### src/rtl/reg_dump_streamer_if.sv
// Byte-stream valid/ready link from the register dumper to its sink (normally a UART TX).
interface reg_dump_streamer_if;
  logic [7:0] data;
  logic       valid;
  logic       ready;

  modport master (output data, output valid, input ready);
  modport slave  (input data, input valid, output ready);
endinterface

### src/rtl/reg_dump_streamer.sv
// Walks the register-file display port and streams one "xII:HHHHHHHH<LINE_END>" line per
// register over a valid/ready byte link.
module reg_dump_streamer #(
  parameter logic [4:0] FIRST_REG = 5'd0,
  parameter logic [4:0] LAST_REG  = 5'd31,
  parameter logic [7:0] LINE_END  = 8'h0A
) (
  input  logic                        iCLK,
  input  logic                        iRST,
  input  logic                        iStart,
  output logic [4:0]                  oRegSelect,
  input  logic [31:0]                 iRegData,
  reg_dump_streamer_if.master         tx,
  output logic                        oBusy,
  output logic                        oDone
);

  localparam logic [1:0] IDLE  = 2'd0;
  localparam logic [1:0] LATCH = 2'd1;
  localparam logic [1:0] SEND  = 2'd2;
  localparam logic [1:0] DONE  = 2'd3;

  logic [1:0]  state;
  logic [4:0]  idx;
  logic [3:0]  cnt;
  logic [31:0] shadow;
  logic [31:0] sh;
  logic [7:0]  ch;
  logic        xfer;

  function automatic logic [7:0] hex(input logic [3:0] n);
    return (n < 4'd10) ? {4'h3, n} : (8'h37 + {4'h0, n});
  endfunction

  // Outputs decode straight from state so oTxValid drops the moment iRST rises.
  assign tx.valid   = (state == SEND);
  assign tx.data    = (state == SEND) ? ch : 8'h00;
  assign xfer       = tx.valid && tx.ready;
  assign oBusy      = (state != IDLE);
  assign oDone      = (state == DONE);
  assign oRegSelect = (state == IDLE) ? FIRST_REG : idx;

  // Nibble for cnt 4..11 ends up in sh[31:28], MSB nibble first.
  assign sh = shadow << {cnt - 4'd4, 2'b00};

  always_comb begin
    ch = 8'h00;
    case (cnt)
      4'd0:    ch = 8'h78;
      4'd1:    ch = hex({3'b000, idx[4]});
      4'd2:    ch = hex(idx[3:0]);
      4'd3:    ch = 8'h3A;
      4'd12:   ch = LINE_END;
      default: ch = hex(sh[31:28]);
    endcase
  end

  always_ff @(posedge iCLK or posedge iRST) begin
    if (iRST) begin
      state  <= IDLE;
      idx    <= 5'd0;
      cnt    <= 4'd0;
      shadow <= 32'd0;
    end else begin
      case (state)
        IDLE: if (iStart) begin
          state <= LATCH;
          idx   <= FIRST_REG;
        end
        LATCH: begin
          // Shadow copy keeps a line coherent even if the CPU rewrites the register.
          shadow <= iRegData;
          cnt    <= 4'd0;
          state  <= SEND;
        end
        SEND: if (xfer) begin
          if (cnt != 4'd12) begin
            cnt <= cnt + 4'd1;
          end else if (idx == LAST_REG) begin
            state <= DONE;
          end else begin
            idx   <= idx + 5'd1;
            state <= LATCH;
          end
        end
        default: state <= IDLE;
      endcase
    end
  end

endmodule
### src/flat_wrapper.sv
// flat-port wrapper written by rule: the top's interface ports become plain ports
module reg_dump_streamer_flat 
#(
  parameter logic [4:0] FIRST_REG = 5'd0,
  parameter logic [4:0] LAST_REG  = 5'd31,
  parameter logic [7:0] LINE_END  = 8'h0A
)
  (iCLK, iRST, iStart, oRegSelect, iRegData, oBusy, oDone, tx_data, tx_valid, tx_ready);
  reg_dump_streamer_if tx_i ();
  input  logic iCLK;
  input  logic iRST;
  input  logic iStart;
  output logic [4:0] oRegSelect;
  input  logic [31:0] iRegData;
  output logic oBusy;
  output logic oDone;
  output wire logic [$bits(tx_i.data)-1:0] tx_data;
  output wire logic [$bits(tx_i.valid)-1:0] tx_valid;
  input wire logic [$bits(tx_i.ready)-1:0] tx_ready;
  assign tx_data = tx_i.data;
  assign tx_valid = tx_i.valid;
  assign tx_i.ready = tx_ready;
  reg_dump_streamer #(.FIRST_REG(FIRST_REG), .LAST_REG(LAST_REG), .LINE_END(LINE_END)) u_core (.iCLK(iCLK), .iRST(iRST), .iStart(iStart), .oRegSelect(oRegSelect), .iRegData(iRegData), .tx(tx_i), .oBusy(oBusy), .oDone(oDone));
endmodule
### config.mk
export PLATFORM = sky130hd
export DESIGN_NAME = reg_dump_streamer_flat
export DESIGN_NICKNAME = d
export VERILOG_FILES = /design/src/rtl/reg_dump_streamer_if.sv /design/src/rtl/reg_dump_streamer.sv /design/src/flat_wrapper.sv
export SDC_FILE = /design/constraint.sdc
export NUM_CORES = 1
export LEC_CHECK = 0
export CAP_MARGIN = 20
export CORE_UTILIZATION = 48
export CTS_CLUSTER_DIAMETER = 60
export DETAILED_ROUTE_END_ITERATION = 8
export PLACE_DENSITY_LB_ADDON = 0.2
export SYNTH_ARGS = -nofsm -noshare
export SYNTH_HDL_FRONTEND = slang
export SYNTH_SLANG_ARGS = --single-unit
### constraint.sdc
create_clock -name iCLK -period 2.18 [get_ports iCLK]
set_input_delay 0.545 -clock iCLK [delete_from_list [all_inputs] [get_ports iCLK]]
set_output_delay 0.545 -clock iCLK [all_outputs]
set_load 0.05 [all_outputs]
==> out/summary.txt <==
Status: finished, violations left
Failing checks: setup timing
Final-stage net count: 420
Arrival time worst endpoint: 2.32 ns
Clock tree from TritonCTS: built
Placer's final routability congestion estimate: 0.931
Total die area: 6120 sq um
# clock sinks: 43
Area growth from synthesis to layout: 49.1%
Via count normalized by instance count: 5.66
Number of violations of the max-capacitance limit: 0
Layout Cells excl Fill: 443
Utilization after layout: 75.1%
Root buf cell: sky130_fd_sc_hd__clkbuf_8
Cell type with the highest aggregate area in the netlist: sky130_fd_sc_hd__dfrtp_1
Detailed-placement wirelength estimate: 5160 um
Hold path startpoint: u_core.shadow[20]
Die W: 78.3 um
Proportion of synthesized chip area in sequential cells: 38.5%
Via count of the first global-routing pass: 2437
Global-route wire length before repair: 11500 um
Slew HR: 63.7%
Worst Setup Slack, final: -0.684 ns
Drt drc: 0
Total negative slack for setup checks: -4.62 ns
Critical path type: flip-flop to output pin
Routed wire length: 7000 um
Critical Path Source Type: flip-flop
Routed WL per cell: 15.8 um
Fraction of final layout cells sized beyond drive strength 1: 40.4%
Maximum number of buffers from clock root to sink: 2
WP data required: 1.63 ns
Worst setup slack for register-to-register paths: 0.15 ns
Max Fclk: 349 MHz
Summed area of non-filler cells in the final layout: 4160 sq um
Kind of end point of the critical path: output pin
Overall track demand over capacity in global routing: 24.4%
Cell variety after synth: 54
Number of nets with antenna violations after routing: 0
Cells taking the most area after synthesis: sky130_fd_sc_hd__dfrtp_1 (39%), sky130_fd_sc_hd__mux2_2 (13%), sky130_fd_sc_hd__ha_1 (6.3%), sky130_fd_sc_hd__nand2_1 (3.2%), sky130_fd_sc_hd__mux4_1 (2.8%)
Time the final worst path needs with I/O delays and setup: 2.86 ns
Num ports: 52
Leakage power summed over all cells: 0.00175 uW
Number of vias in the routed layout: 2508
Dominant synthesized flop cell: sky130_fd_sc_hd__dfrtp_1
Area after detailed placement: 3950 sq um
Clock slew at reported path FFs: 0.09 ns
Share of the clock period used by the worst path after layout: 131%
Pin count of the biggest net entering global routing: 44
Synth Instances: 265
Clock latency on the worst-skew pair: 0.30 ns
Number of antenna violations at the first check in global routing: 0
Effective utilization at floorplan: 50.4%
Maximum fanout count along the critical path: 12
PD cells: 1440 nW/um^2
Max-slew violations: 0
Detailed Route Iter0 Violations: 120
Number of storage elements in the synthesis netlist: 43
Reg-to-reg critical path endpoint: u_core.cnt[3]
Max VDD drop: 0.939 mV
CTS H-tree lvls: 2
Average footprint of a synthesized cell: 10.5 sq um
Warnings, synthesis: 0
Num CTS Buffers: 5
Skew final: 0.00568 ns
Area share of the leading cell type in the synthesized netlist: 38.5%
Hold EP: u_core.shadow[20]
Number of core rows: 27
Transition time at the pin with the least slew margin: 0.545 ns
Die Height: 78.3 um
Launching point of the worst reg2reg path: u_core.cnt[0]
Leftover overflow at the end of global routing: 0
R2R cell count: 11
Fin. Hold Viols: 0
Proportion of register bits with asynchronous set or reset after synthesis: 100%
Leading cell type in the layout, fill and taps excluded: sky130_fd_sc_hd__buf_4
Number of enable flip-flop cells after synthesis: 0
Syn_nets: 315
Core Box Area: 5540 sq um
Worst min path class: flip-flop to flip-flop
PortBufs: 50
Hold Path Depth: 1
Final number of setup-violating endpoints: 7
Diodes inserted: 0
First-pass iteration count of the detailed router: 5
Most frequent cells in the layout: sky130_fd_sc_hd__buf_4 (62), sky130_fd_sc_hd__dfrtp_1 (41), sky130_fd_sc_hd__clkdlybuf4s50_1 (35)
Placed Instances: 424
RSZ-0062 raised after global routing: true
Post-synthesis cell area: 2790 sq um
[stage by stage]
stage                     setup WS (ns)  hold WS, ns  power [uW]
final                            -0.684        0.506        6000
after global placement           -0.405        0.487        5080
after CTS                        -0.675        0.507        5900
after global routing             -0.785        0.521        6350
after detailed placement         -0.496        0.489        5200
after floorplan                  -0.325        0.472        3740
[routing by layer]
layer | share of wire, % | track usage [%]
met5 | 0 | 0
met4 | 1.2 | 6.85
met3 | 5.0 | 4.53
met2 | 49 | 40.2
met1 | 45 | 32.8
[logic make-up (layout without fill, tap and decap cells)]
group                      Yosys count  in the layout  synth area share, %
AOI/OAI and AO/OA                   56             56                 14.7
xor gates and xnor gates             2              2                0.628
adders and majority gates           14             14                 6.28
buffers and inverters               30            136                 5.47
DFF                                 43             43                 38.5
muxes                               44             44                 20.3
other                                1              1                0.134
and+or+nand+nor                     75             75                 13.9
[registers in the layout (all words and copies together), names as in the netlist]
register / flops
u_core.idx: 5
u_core.state: 2
u_core.cnt: 4
u_core.shadow: 32
[cell type report]
class / count / area [sq um]
multi-input cells: 192 / 1720
flip-flops and latches: 43 / 1080
fillers: 407 / 1380
inverters: 15 / 58.8
clock buffers: 6 / 72.6
repair buffers: 113 / 1130
well taps: 72 / 90.1
clock inverters: 2 / 12.5
[repair_timing]
item,in CTS,in global routing
setup endpoints to repair,7,17
hold endpoints to repair,0,0
cloned,0,0
resized for setup,8,6
hold buffers,0,0
buffers inserted,9,2
pin swaps,14,7
[worst max-delay path by stage]
stage,from,to,slack [ns],cells past startpoint
after floorplan,u_core.cnt[0],tx_data[0],-0.33,7
after global placement,u_core.cnt[0],tx_data[5],-0.40,7
after detailed placement,u_core.cnt[1],tx_data[1],-0.50,7
after CTS,u_core.cnt[1],tx_data[1],-0.67,7
after global routing,u_core.cnt[1],tx_data[1],-0.78,7
final,u_core.cnt[1],tx_data[5],-0.68,7
[worst max-delay path, cell delays in order (launching register included)]
cell                      delay, ns
sky130_fd_sc_hd__dfrtp_2       0.48
sky130_fd_sc_hd__buf_12        0.16
sky130_fd_sc_hd__nor3b_1       0.15
sky130_fd_sc_hd__or4_1         0.45
sky130_fd_sc_hd__a41oi_4       0.31
sky130_fd_sc_hd__nor2b_2       0.08
sky130_fd_sc_hd__o21a_2        0.23
sky130_fd_sc_hd__buf_12        0.15
[synthesized netlist by cell type (2+ instances only)]
library cell	count
sky130_fd_sc_hd__nand4_1	3
sky130_fd_sc_hd__ha_1	14
sky130_fd_sc_hd__or3_1	3
sky130_fd_sc_hd__buf_6	2
sky130_fd_sc_hd__a21boi_1	2
sky130_fd_sc_hd__nand4b_1	2
sky130_fd_sc_hd__nand2b_1	2
sky130_fd_sc_hd__inv_1	13
sky130_fd_sc_hd__nand3_1	9
sky130_fd_sc_hd__a21oi_1	7
sky130_fd_sc_hd__inv_2	2
sky130_fd_sc_hd__nor3_1	7
sky130_fd_sc_hd__mux2_2	33
sky130_fd_sc_hd__xnor2_1	2
sky130_fd_sc_hd__dfrtp_1	43
sky130_fd_sc_hd__nand2_1	24
sky130_fd_sc_hd__mux4_2	3
sky130_fd_sc_hd__o21ai_0	15
sky130_fd_sc_hd__nand3b_1	2
sky130_fd_sc_hd__a21o_1	2
sky130_fd_sc_hd__nor2_1	9
sky130_fd_sc_hd__a21boi_0	3
sky130_fd_sc_hd__a22o_1	7
sky130_fd_sc_hd__clkbuf_1	8
sky130_fd_sc_hd__nor2b_1	6
sky130_fd_sc_hd__o21a_1	2
sky130_fd_sc_hd__mux2i_1	5
sky130_fd_sc_hd__mux4_1	3
sky130_fd_sc_hd__buf_4	2
sky130_fd_sc_hd__o211ai_1	4
sky130_fd_sc_hd__o21ai_1	2
sky130_fd_sc_hd__a221oi_1	2
[power breakdown]
| part | total (uW) | switching [uW] | internal, uW |
|---|---|---|---|
| combinational | 3990 | 1880 | 2110 |
| sequential | 1500 | 320 | 1170 |
| clock | 511 | 286 | 224 |
Note: power is estimated with default switching activity, not from simulation.
